--- src/rtl/ps2_key_decoder.sv ---
// ps2_key_decoder
//   Receive-only PS/2 keyboard front end. Synchronizes and de-glitches the raw
//   PS/2 clock and data pins, deframes 11-bit device-to-host frames, and turns
//   prefixed scancode sequences (E0 / F0) into one toggle-strobe key word.
//
//   Parameters:
//     FILTER_LEN  consecutive clk cycles the synchronized PS/2 clock must
//                 disagree with the filtered clock before it flips (2..255)
//     TIMEOUT     clk cycles allowed between filtered falls inside a frame
//                 before the frame is abandoned (16..65535)
//
//   Ports:
//     clk         system clock, rising edge
//     reset_n     asynchronous active-low reset
//     ps2_clk_i   raw PS/2 clock pin (asynchronous)
//     ps2_data_i  raw PS/2 data pin (asynchronous)
//     ps2_key     [10] toggles per key event, [9] pressed, [8] extended,
//                 [7:0] scancode; holds between events
//     parity_err  one-cycle pulse for a frame failing odd parity
//
//   Build option:
//     PS2_PARITY_CHECK_EN  when defined, frames with bad odd parity are
//                          discarded and flagged on parity_err; when undefined
//                          the parity slot is consumed but its value ignored
//                          and parity_err is tied low.

module ps2_key_decoder #(
    parameter int FILTER_LEN = 8,
    parameter int TIMEOUT    = 20000
) (
    input  logic        clk,
    input  logic        reset_n,
    input  logic        ps2_clk_i,
    input  logic        ps2_data_i,
    output logic [10:0] ps2_key,
    output logic        parity_err
);

    typedef enum logic [1:0] {
        S_IDLE   = 2'd0,
        S_DATA   = 2'd1,
        S_PARITY = 2'd2,
        S_STOP   = 2'd3
    } state_t;

    state_t      state_q;
    state_t      state_d;

    logic        clk_sync_p0;
    logic        clk_sync_p1;
    logic        data_sync_p0;
    logic        data_sync_p1;

    logic        fclk;
    logic [7:0]  flt_cnt;
    logic        flt_flip;
    logic        fall;

    logic [15:0] to_cnt;
    logic [2:0]  bit_cnt;
    logic [7:0]  shift_q;
    logic        ext_q;
    logic        brk_q;

    logic        stop_fall;
    logic        frame_good;
    logic        stop_bad;
    logic        par_fail;
    logic        byte_accept;
    logic        timeout_hit;
    logic        clear_flags;

`ifdef PS2_PARITY_CHECK_EN
    logic        par_q;
`endif

    // Keyboard housekeeping responses (ACK, BAT result, echo, errors) that
    // must never reach the key-mapping logic.
    function automatic logic is_filler(input logic [7:0] b);
        case (b)
            8'h00, 8'hAA, 8'hEE, 8'hFA, 8'hFC, 8'hFE, 8'hFF: is_filler = 1'b1;
            default:                                         is_filler = 1'b0;
        endcase
    endfunction

    // ---- stage p0/p1: two-flop synchronizers, idle-high ----
    always_ff @(posedge clk or negedge reset_n) begin
        if (!reset_n) begin
            clk_sync_p0  <= 1'b1;
            clk_sync_p1  <= 1'b1;
            data_sync_p0 <= 1'b1;
            data_sync_p1 <= 1'b1;
        end else begin
            clk_sync_p0  <= ps2_clk_i;
            clk_sync_p1  <= clk_sync_p0;
            data_sync_p0 <= ps2_data_i;
            data_sync_p1 <= data_sync_p0;
        end
    end

    // ---- clock filter: fclk flips only after FILTER_LEN disagreeing cycles ----
    assign flt_flip = (clk_sync_p1 != fclk) && (flt_cnt == 8'(FILTER_LEN - 1));

    always_ff @(posedge clk or negedge reset_n) begin
        if (!reset_n) begin
            fclk    <= 1'b1;
            flt_cnt <= 8'd0;
            fall    <= 1'b0;
        end else begin
            // fall is high in the first cycle fclk reads 0
            fall <= flt_flip && fclk;
            if (clk_sync_p1 == fclk) begin
                flt_cnt <= 8'd0;
            end else if (flt_flip) begin
                fclk    <= clk_sync_p1;
                flt_cnt <= 8'd0;
            end else begin
                flt_cnt <= flt_cnt + 8'd1;
            end
        end
    end

    // ---- frame FSM: state register ----
    always_ff @(posedge clk or negedge reset_n) begin
        if (!reset_n) state_q <= S_IDLE;
        else          state_q <= state_d;
    end

    // ---- frame FSM: next state ----
    always_comb begin
        state_d = state_q;
        if (fall) begin
            case (state_q)
                S_IDLE:   if (!data_sync_p1) state_d = S_DATA;
                S_DATA:   if (bit_cnt == 3'd7) state_d = S_PARITY;
                S_PARITY: state_d = S_STOP;
                S_STOP:   state_d = S_IDLE;
                default:  state_d = S_IDLE;
            endcase
        end else if (timeout_hit) begin
            state_d = S_IDLE;
        end
    end

    // ---- frame FSM: decode of frame-completion events ----
    always_comb begin
        stop_fall   = fall && (state_q == S_STOP);
        frame_good  = stop_fall && data_sync_p1;
        stop_bad    = stop_fall && !data_sync_p1;
`ifdef PS2_PARITY_CHECK_EN
        par_fail    = frame_good && !(^{shift_q, par_q});
`else
        par_fail    = 1'b0;
`endif
        byte_accept = frame_good && !par_fail;
        // a fall in the same cycle wins over the timeout
        timeout_hit = (state_q != S_IDLE) && !fall && (to_cnt == 16'(TIMEOUT));
        clear_flags = stop_bad || par_fail || timeout_hit;
    end

    // ---- inter-fall timeout counter ----
    always_ff @(posedge clk or negedge reset_n) begin
        if (!reset_n)                         to_cnt <= 16'd0;
        else if (fall || state_q == S_IDLE)   to_cnt <= 16'd0;
        else                                  to_cnt <= to_cnt + 16'd1;
    end

    // ---- deframing datapath (no reset: fully rewritten every frame) ----
    always_ff @(posedge clk) begin
        if (fall && state_q == S_DATA) shift_q <= {data_sync_p1, shift_q[7:1]};
`ifdef PS2_PARITY_CHECK_EN
        if (fall && state_q == S_PARITY) par_q <= data_sync_p1;
`endif
    end

    always_ff @(posedge clk or negedge reset_n) begin
        if (!reset_n) begin
            bit_cnt <= 3'd0;
        end else if (fall) begin
            if (state_q == S_IDLE)      bit_cnt <= 3'd0;
            else if (state_q == S_DATA) bit_cnt <= bit_cnt + 3'd1;
        end
    end

    // ---- byte handling: prefix flags and key word ----
    always_ff @(posedge clk or negedge reset_n) begin
        if (!reset_n) begin
            ext_q      <= 1'b0;
            brk_q      <= 1'b0;
            ps2_key    <= 11'h000;
            parity_err <= 1'b0;
        end else begin
            parity_err <= par_fail;
            if (byte_accept) begin
                if (shift_q == 8'hE0) begin
                    ext_q <= 1'b1;
                end else if (shift_q == 8'hF0) begin
                    brk_q <= 1'b1;
                end else if (is_filler(shift_q)) begin
                    ext_q <= 1'b0;
                    brk_q <= 1'b0;
                end else begin
                    ps2_key <= {~ps2_key[10], ~brk_q, ext_q, shift_q};
                    ext_q   <= 1'b0;
                    brk_q   <= 1'b0;
                end
            end else if (clear_flags) begin
                ext_q <= 1'b0;
                brk_q <= 1'b0;
            end
        end
    end

endmodule

--- config.mk ---
export PLATFORM = sky130hd
export DESIGN_NAME = ps2_key_decoder
export DESIGN_NICKNAME = d
export VERILOG_FILES = /design/src/rtl/ps2_key_decoder.sv
export SDC_FILE = /design/constraint.sdc
export NUM_CORES = 1
export LEC_CHECK = 0
export ABC_AREA = 1
export CORE_ASPECT_RATIO = 0.7
export CORE_MARGIN = 2
export CORE_UTILIZATION = 63
export DETAILED_ROUTE_END_ITERATION = 7
export MAX_ROUTING_LAYER = met4
export PLACE_DENSITY = 0.85
export SKIP_CTS_REPAIR_TIMING = 1
export SLEW_MARGIN = 5
export SYNTH_ARGS = -nofsm -noshare
export SYNTH_HDL_FRONTEND = slang
export SYNTH_SLANG_ARGS = --single-unit
--- constraint.sdc ---
create_clock -name clk -period 3.45 [get_ports clk]
set_input_delay 0.5175 -clock clk [delete_from_list [all_inputs] [get_ports clk]]
set_output_delay 0.5175 -clock clk [all_outputs]
set_load 0.01 [all_outputs]
==> results_dict.tcl, run 1 <==
set metrics [dict create \
    run_status "finished clean" \
    synth-seq-area-share_pct 52.9 \
    path_clk_slew_ps 90 \
    vias 2069 \
    synth-seq-cells 56 \
    min_period_over_period_pct 55.6 \
    antenna_found_initial 0 \
    start_util_pct 64.3 \
    cts_tree "built" \
    min_period_ps 1920 \
    cp_slowest_cell "nor2_1" \
    layout-drive-gt1-share_pct 10.0 \
    cp_data_arrival_time_ps 2120 \
    r2r_cells 10 \
    vdd_drop_max_mv 0.294 \
    track_usage_pct 23.6 \
    max-slew-margin-rel_pct 31.7 \
    p_comb_share_pct 4.0 \
    p_leak_uw 0.00136 \
    r2r_end "state_q[1]$_DFFE_PN0P_" \
    crit-reg2reg-launch "state_q[0]$_DFFE_PN0P_" \
    clock_latency_ps 320 \
    num_antenna_cells 0 \
    route.detailed.drc 0 \
    layout_setup_ws_ps 1530 \
    root_buffer "clkbuf_8" \
    cp.required_ps 3660 \
    cts.htree.levels 2 \
    rsz0062_at_grt "false" \
    drt_iter0_markers 192 \
    area.growth.synth_to_final_pct 9.70 \
    path_cells "inv_1 > ha_1 > nor2_1 > nand2_1 > nor2_1 > nand3_1 > nand2_1 > nand2_1 > nand2_1 > nand2_1" \
    cts_sinks 56 \
    wl_um 4910 \
    mostFrequentLayoutCells "77 x nand2_1, 43 x dfrtp_1, 42 x nor2_1" \
    cap_violations 0 \
    ys_warn_count 0 \
    fillerInstances 333 \
    routed_via_density 5.39 \
    syn_avg_cell_area_um2 8.71 \
    grt-ovfl-total 0 \
    first_global_vias 1928 \
    pin_count 16 \
    worstSetupPathType "flop to flop" \
    power.internal_uw 891 \
    cp_common_cell "nand2_1" \
    crit_cells 10 \
    clockPowerShare_pct 35.7 \
    async_flop_share_pct 85.7 \
    synth-edff-count 8 \
    dp_hpwl_um 3400 \
    portBuffers 14 \
    clockBufferDepth 2 \
    setup.worst_path.start "state_q[0]$_DFFE_PN0P_" \
    drv_slew 0 \
    reg2reg_slack_ps 1530 \
    p_per_area_nw_per_um2 385 \
    critPathCaptureType "flop" \
    path_max_fanout 12 \
    critPathBufInv 1 \
    skew_ps 10.0 \
    die_y_um 59.1 \
    die_area_um2 4890 \
    cts_buffers 5 \
    grt_max_degree 49 \
    synthFlopType "dfrtp_1" \
    coreArea_um2 4250 \
    cp-start-kind "flop" \
    cp-endpoint "state_q[1]$_DFFE_PN0P_" \
    syn_inst 314 \
    slowest_delay_ps 500 \
    p_sw_uw 265 \
    syn-cell-area_um2 2740 \
    num_rows 20 \
    fmax_mhz 522 \
    hold_viol_final 0 \
    pre_cts_slack_ps 1560 \
    cp_top_family "simple AND/OR/NAND/NOR gates" \
    dieWidth_um 82.8 \
    synth_nets 326 \
    min-delay-path-class "flop to flop" \
    synth_cell_type_count 34 \
    layout_commonest_cell "nand2_1" \
    setup_viol 0 \
    sw_frac_of_total_pct 22.9 \
    grt_pass1_wl_um 8420 \
    ant_nets 0 \
    wl_per_cell_um 12.8 \
    dr.pass1.iters 4 \
    globalplace.congestion 0.881 \
    setup-tns-final_ps 0 \
    power_frac_seq_pct 60.3 \
    nets 340 \
    max_slew.worst_pin.slew_ps 1030 \
]
==> metal layers <==
| metal | GRT usage [%] | routed length (um) |
|---|---|---|
| met3 | 4.57 | 236 |
| met4 | 10.1 | 77 |
| met1 | 32.3 | 2300 |
| met5 | - | 0 |
| met2 | 34.8 | 2290 |
==> power by group through the flow <==
stage          Clock (uW)  Sequential (uW)  Combinational [uW]
2_1_floorplan           0              708                28.4
3_3_place_gp            0              709                45.9
3_5_place_dp            0              710                47.4
4_1_cts               418              697                47.4
5_1_grt               452              700                55.9
6_report              413              697                45.8
==> worst reg2reg max path, delay by kind of cell (launching register included) <==
kind	cells	cell delay [ps]
adder cells (fa/ha/maj)	1	250
flip-flops	1	410
AND/OR/NAND/NOR	8	1080
buffers and inverters	1	90
==> state kept, by name, summed over array words and instances (netlist names), 2 cells and up <==
register  flops
to_cnt       16
ps2_key      11
flt_cnt       8
shift_q       8
bit_cnt       3
state_q       2
==> area by class of cell <==
type | count | area, um^2 | share of cell area [%]
Tap cell | 55 | 68.8 | 2.29
Timing Repair Buffer | 14 | 135 | 4.50
Sequential cell | 56 | 1450 | 48.2
Multi-Input combinational cell | 213 | 1100 | 36.5
Inverter | 38 | 143 | 4.75
Clock buffer | 6 | 93.8 | 3.13
Clock inverter | 2 | 16.3 | 0.542
==> cell families (layout without fill, tap and decap cells) <==
kind of cell             after synthesis  count (layout)  share of synthesized area (%)
adder cells (fa/ha/maj)                8               8                           3.66
flip-flops                            56              56                           52.9
AND/OR/NAND/NOR                      173             173                           29.0
buffers and inverters                 45              60                           7.00
other                                  1               1                          0.137
XOR/XNOR                               5               5                           1.60
AO/OA/AOI/OAI                         26              26                           5.63
==> synth_stat cells (2+ instances only) <==
| cell type | number | area share, % |
|---|---|---|
| nor3_1 | 5 | 0.91 |
| nand3_2 | 2 | 0.73 |
| a21oi_1 | 8 | 1.5 |
| nor3b_1 | 2 | 0.55 |
| buf_2 | 3 | 0.55 |
| inv_1 | 37 | 5.1 |
| dfstp_2 | 5 | 4.8 |
| edfxtp_1 | 8 | 8.8 |
| nand2_1 | 77 | 11 |
| nand2_2 | 5 | 1.1 |
| nand4_1 | 15 | 3.4 |
| xor2_1 | 3 | 0.96 |
| o21ai_0 | 12 | 2.2 |
| nor2_4 | 3 | 1.2 |
| nor2_2 | 3 | 0.69 |
| nor2_1 | 42 | 5.8 |
| xnor2_1 | 2 | 0.64 |
| ha_1 | 8 | 3.7 |
| dfrtp_1 | 43 | 39 |
| nand3_1 | 15 | 2.7 |
| buf_4 | 3 | 0.82 |
==> per-stage QoR <==
| step | power (uW) | cells | util, % | instance area [um^2] | hold slack [ps] |
|---|---|---|---|---|---|
| after floorplan | 736 | 314 | - | 2740 | 222 |
| after CTS | 1160 | 384 | 70.5 | 3000 | 362 |
| after global routing | 1210 | 384 | 70.5 | 3000 | 370 |
| final | 1160 | 384 | 70.5 | 3000 | 360 |
| after detailed placement | 757 | 376 | 67.9 | 2890 | 348 |
| after global placement | 755 | 376 | 67.9 | 2890 | 345 |
==> how the worst min path moves through the flow <==
stage	start	end	slack, ps	depth (start not counted)
after floorplan	reset_n	bit_cnt[0]$_DFFE_PN0P_	220	0
after global placement	clk_sync_p0$_DFF_PN1_	clk_sync_p1$_DFF_PN1_	350	0
after detailed placement	data_sync_p0$_DFF_PN1_	data_sync_p1$_DFF_PN1_	350	0
after CTS	data_sync_p0$_DFF_PN1_	data_sync_p1$_DFF_PN1_	360	0
after global routing	clk_sync_p0$_DFF_PN1_	clk_sync_p1$_DFF_PN1_	370	0
final	data_sync_p0$_DFF_PN1_	data_sync_p1$_DFF_PN1_	360	0
Note: power is estimated with default switching activity, not from simulation.
==> run 2, diff against run 1 <==
--- a/config.mk
+++ b/config.mk
@@ -8,10 +8,10 @@
 export ABC_AREA = 1
 export CORE_ASPECT_RATIO = 0.7
 export CORE_MARGIN = 2
-export CORE_UTILIZATION = 63
+export CORE_UTILIZATION = 53
 export DETAILED_ROUTE_END_ITERATION = 7
 export MAX_ROUTING_LAYER = met4
-export PLACE_DENSITY = 0.85
+export PLACE_DENSITY = 0.76
 export SKIP_CTS_REPAIR_TIMING = 1
 export SLEW_MARGIN = 5
 export SYNTH_ARGS = -nofsm -noshare
==> constraint.sdc (replaced) <==
create_clock -name clk -period 1.69 [get_ports clk]
set_input_delay 0.2535 -clock clk [delete_from_list [all_inputs] [get_ports clk]]
set_output_delay 0.2535 -clock clk [all_outputs]
set_load 0.01 [all_outputs]
==> results_dict.tcl, run 2 (synthesis gave the netlist of run 1 again) <==
set metrics [dict create \
    run_status "finished clean" \
    grt_util_met2_pct 28.1 \
    grt-ovfl-total 0 \
    globalplace.congestion 0.866 \
    critPathCaptureType "flop" \
    cts_tree "built" \
    antenna_found_initial 0 \
    area.growth.synth_to_final_pct 12.7 \
    root_buffer "clkbuf_8" \
    routed_via_density 5.04 \
    grt_max_degree 49 \
    path_clk_slew_ps 90 \
    cp_common_cell "nand2_1" \
    layout-drive-gt1-share_pct 11.3 \
    dr.pass1.iters 6 \
    path_max_fanout 4 \
    cts.htree.levels 2 \
    grtUsageMet3_pct 5.07 \
    cp-start-kind "flop" \
    cap_violations 0 \
    coreArea_um2 4890 \
    min-delay-path-class "input port to flop" \
    setup-tns-final_ps 0 \
    holdPathEnd "clk_sync_p0$_DFF_PN1_" \
    clock_latency_ps 310 \
    cp_top_family "simple AND/OR/NAND/NOR gates" \
    num_antenna_cells 0 \
    cts_sinks 56 \
    path_cells "inv_1 > ha_1 > nor2_1 > nand2_1 > nor2_1 > nand3_1 > nand2_1 > nand2_1 > nand2_1 > nand2_1" \
    wl_per_cell_um 12.4 \
    die_y_um 64.1 \
    p_per_area_nw_per_um2 769 \
    final_core_util_pct 63.1 \
    reg2reg_slack_ps 180 \
    nets 347 \
    wl_um 5030 \
    drv_slew 0 \
    ant_nets 0 \
    multiInputGateArea_um2 1100 \
    layout_commonest_cell "nand2_1" \
    cp_data_arrival_time_ps 1710 \
    critPathBufInv 1 \
    die_area_um2 5760 \
    setup_viol 0 \
    top_register "to_cnt" \
    mostFrequentLayoutCells "77 x nand2_1, 43 x dfrtp_1, 42 x nor2_1" \
    largest_reg_flops 16 \
    r2r_end "state_q[0]$_DFFE_PN0P_" \
    p_leak_uw 0.00140 \
    track_usage_pct 19.8 \
    cts_buffers 5 \
    cp.required_ps 1890 \
    hold_start "ps2_clk_i" \
    top_regs "to_cnt x16, ps2_key x11" \
    rsz0062_at_grt "false" \
    grtUsageMet1_pct 29.4 \
    min_period_over_period_pct 89.5 \
    grt_pass1_wl_um 8850 \
    first_global_vias 1896 \
    worstSetupPathType "flop to flop" \
    crit-reg2reg-launch "state_q[0]$_DFFE_PN0P_" \
    fmax_mhz 661 \
    min_period_ps 1510 \
    pin_count 16 \
    start_util_pct 56.0 \
    dieWidth_um 89.9 \
    regArea_um2 1450 \
    slowest_delay_ps 410 \
    clockBufferDepth 2 \
    skew_ps 10.2 \
    vias 2043 \
    num_rows 21 \
    dp_hpwl_um 3670 \
    hold_viol_final 0 \
    drt_iter0_markers 131 \
    whs_path_depth 1 \
    top_usage_layer "met1" \
    vdd_drop_max_mv 0.605 \
    cp_slowest_cell "dfrtp_1" \
    fillerInstances 430 \
    portBuffers 14 \
    route.detailed.drc 0 \
    r2r_cells 10 \
]
==> run 2: cell count changes in the layout (fill, tap and decap cells not counted) <==
| cell | before | now |
|---|---|---|
| o21ai_1 | 0 | 1 |
| clkinvlp_4 | 1 | 0 |
| clkbuf_16 | 1 | 0 |
| buf_4 | 0 | 5 |
| clkbuf_1 | 0 | 1 |
| dlygate4sd3_1 | 0 | 1 |
| bufinv_16 | 0 | 1 |
| buf_12 | 0 | 1 |
| inv_6 | 1 | 0 |
| o21ai_0 | 12 | 11 |
| clkinv_2 | 0 | 1 |
==> run 2: final cells by class <==
cell class	instances	area share (%)
Sequential cell	56	47.0
Multi-Input combinational cell	213	35.6
Timing Repair Buffer	21	6.57
Inverter	38	4.63
Tap cell	69	2.80
Clock buffer	6	2.35
Clock inverter	2	1.14
==> run 2: worst max-delay path by stage <==
stage / end / depth (start not counted) / slack, ps / startpoint
final: state_q[0]$_DFFE_PN0P_ / 10 / 180 / state_q[0]$_DFFE_PN0P_
after global routing: brk_q$_DFFE_PN0P_ / 10 / 6 / state_q[0]$_DFFE_PN0P_
after CTS: bit_cnt[0]$_DFFE_PN0P_ / 6 / 140 / state_q[0]$_DFFE_PN0P_
after detailed placement: state_q[0]$_DFFE_PN0P_ / 10 / 200 / state_q[0]$_DFFE_PN0P_
after global placement: state_q[0]$_DFFE_PN0P_ / 10 / 280 / state_q[0]$_DFFE_PN0P_
after floorplan: state_q[0]$_DFFE_PN0P_ / 10 / 360 / state_q[0]$_DFFE_PN0P_
==> run 2: power by group <==
part / switching [uW] / total (uW) / leakage (uW) / internal [uW]
registers: 21.3 / 1420 / 0.000723 / 1400
clock network: 408 / 848 / 0.0000552 / 440
logic: 63.6 / 100 / 0.000624 / 36.7
total: 493 / 2370 / 0.00140 / 1880
==> run 2: routing by layer <==
layer,vias up,share of wire (%)
li1,1044,-
met1,941,53
met2,51,41
met3,7,5.2
met4,0,0.86
met5,-,0
==> run 2: stage by stage <==
| step | cells | instance area (um^2) | total power, uW | hold WS [ps] | worst slack, ps |
|---|---|---|---|---|---|
| after CTS | 404 | 3070 | 2400 | -79.4 | 145 |
| final | 405 | 3080 | 2370 | 351 | 178 |
| after floorplan | 314 | 2740 | 1500 | -42.1 | 362 |
| after global placement | 396 | 2970 | 1550 | 258 | 279 |
| after detailed placement | 396 | 2970 | 1550 | 258 | 196 |
| after global routing | 405 | 3080 | 2490 | 331 | 5.54 |
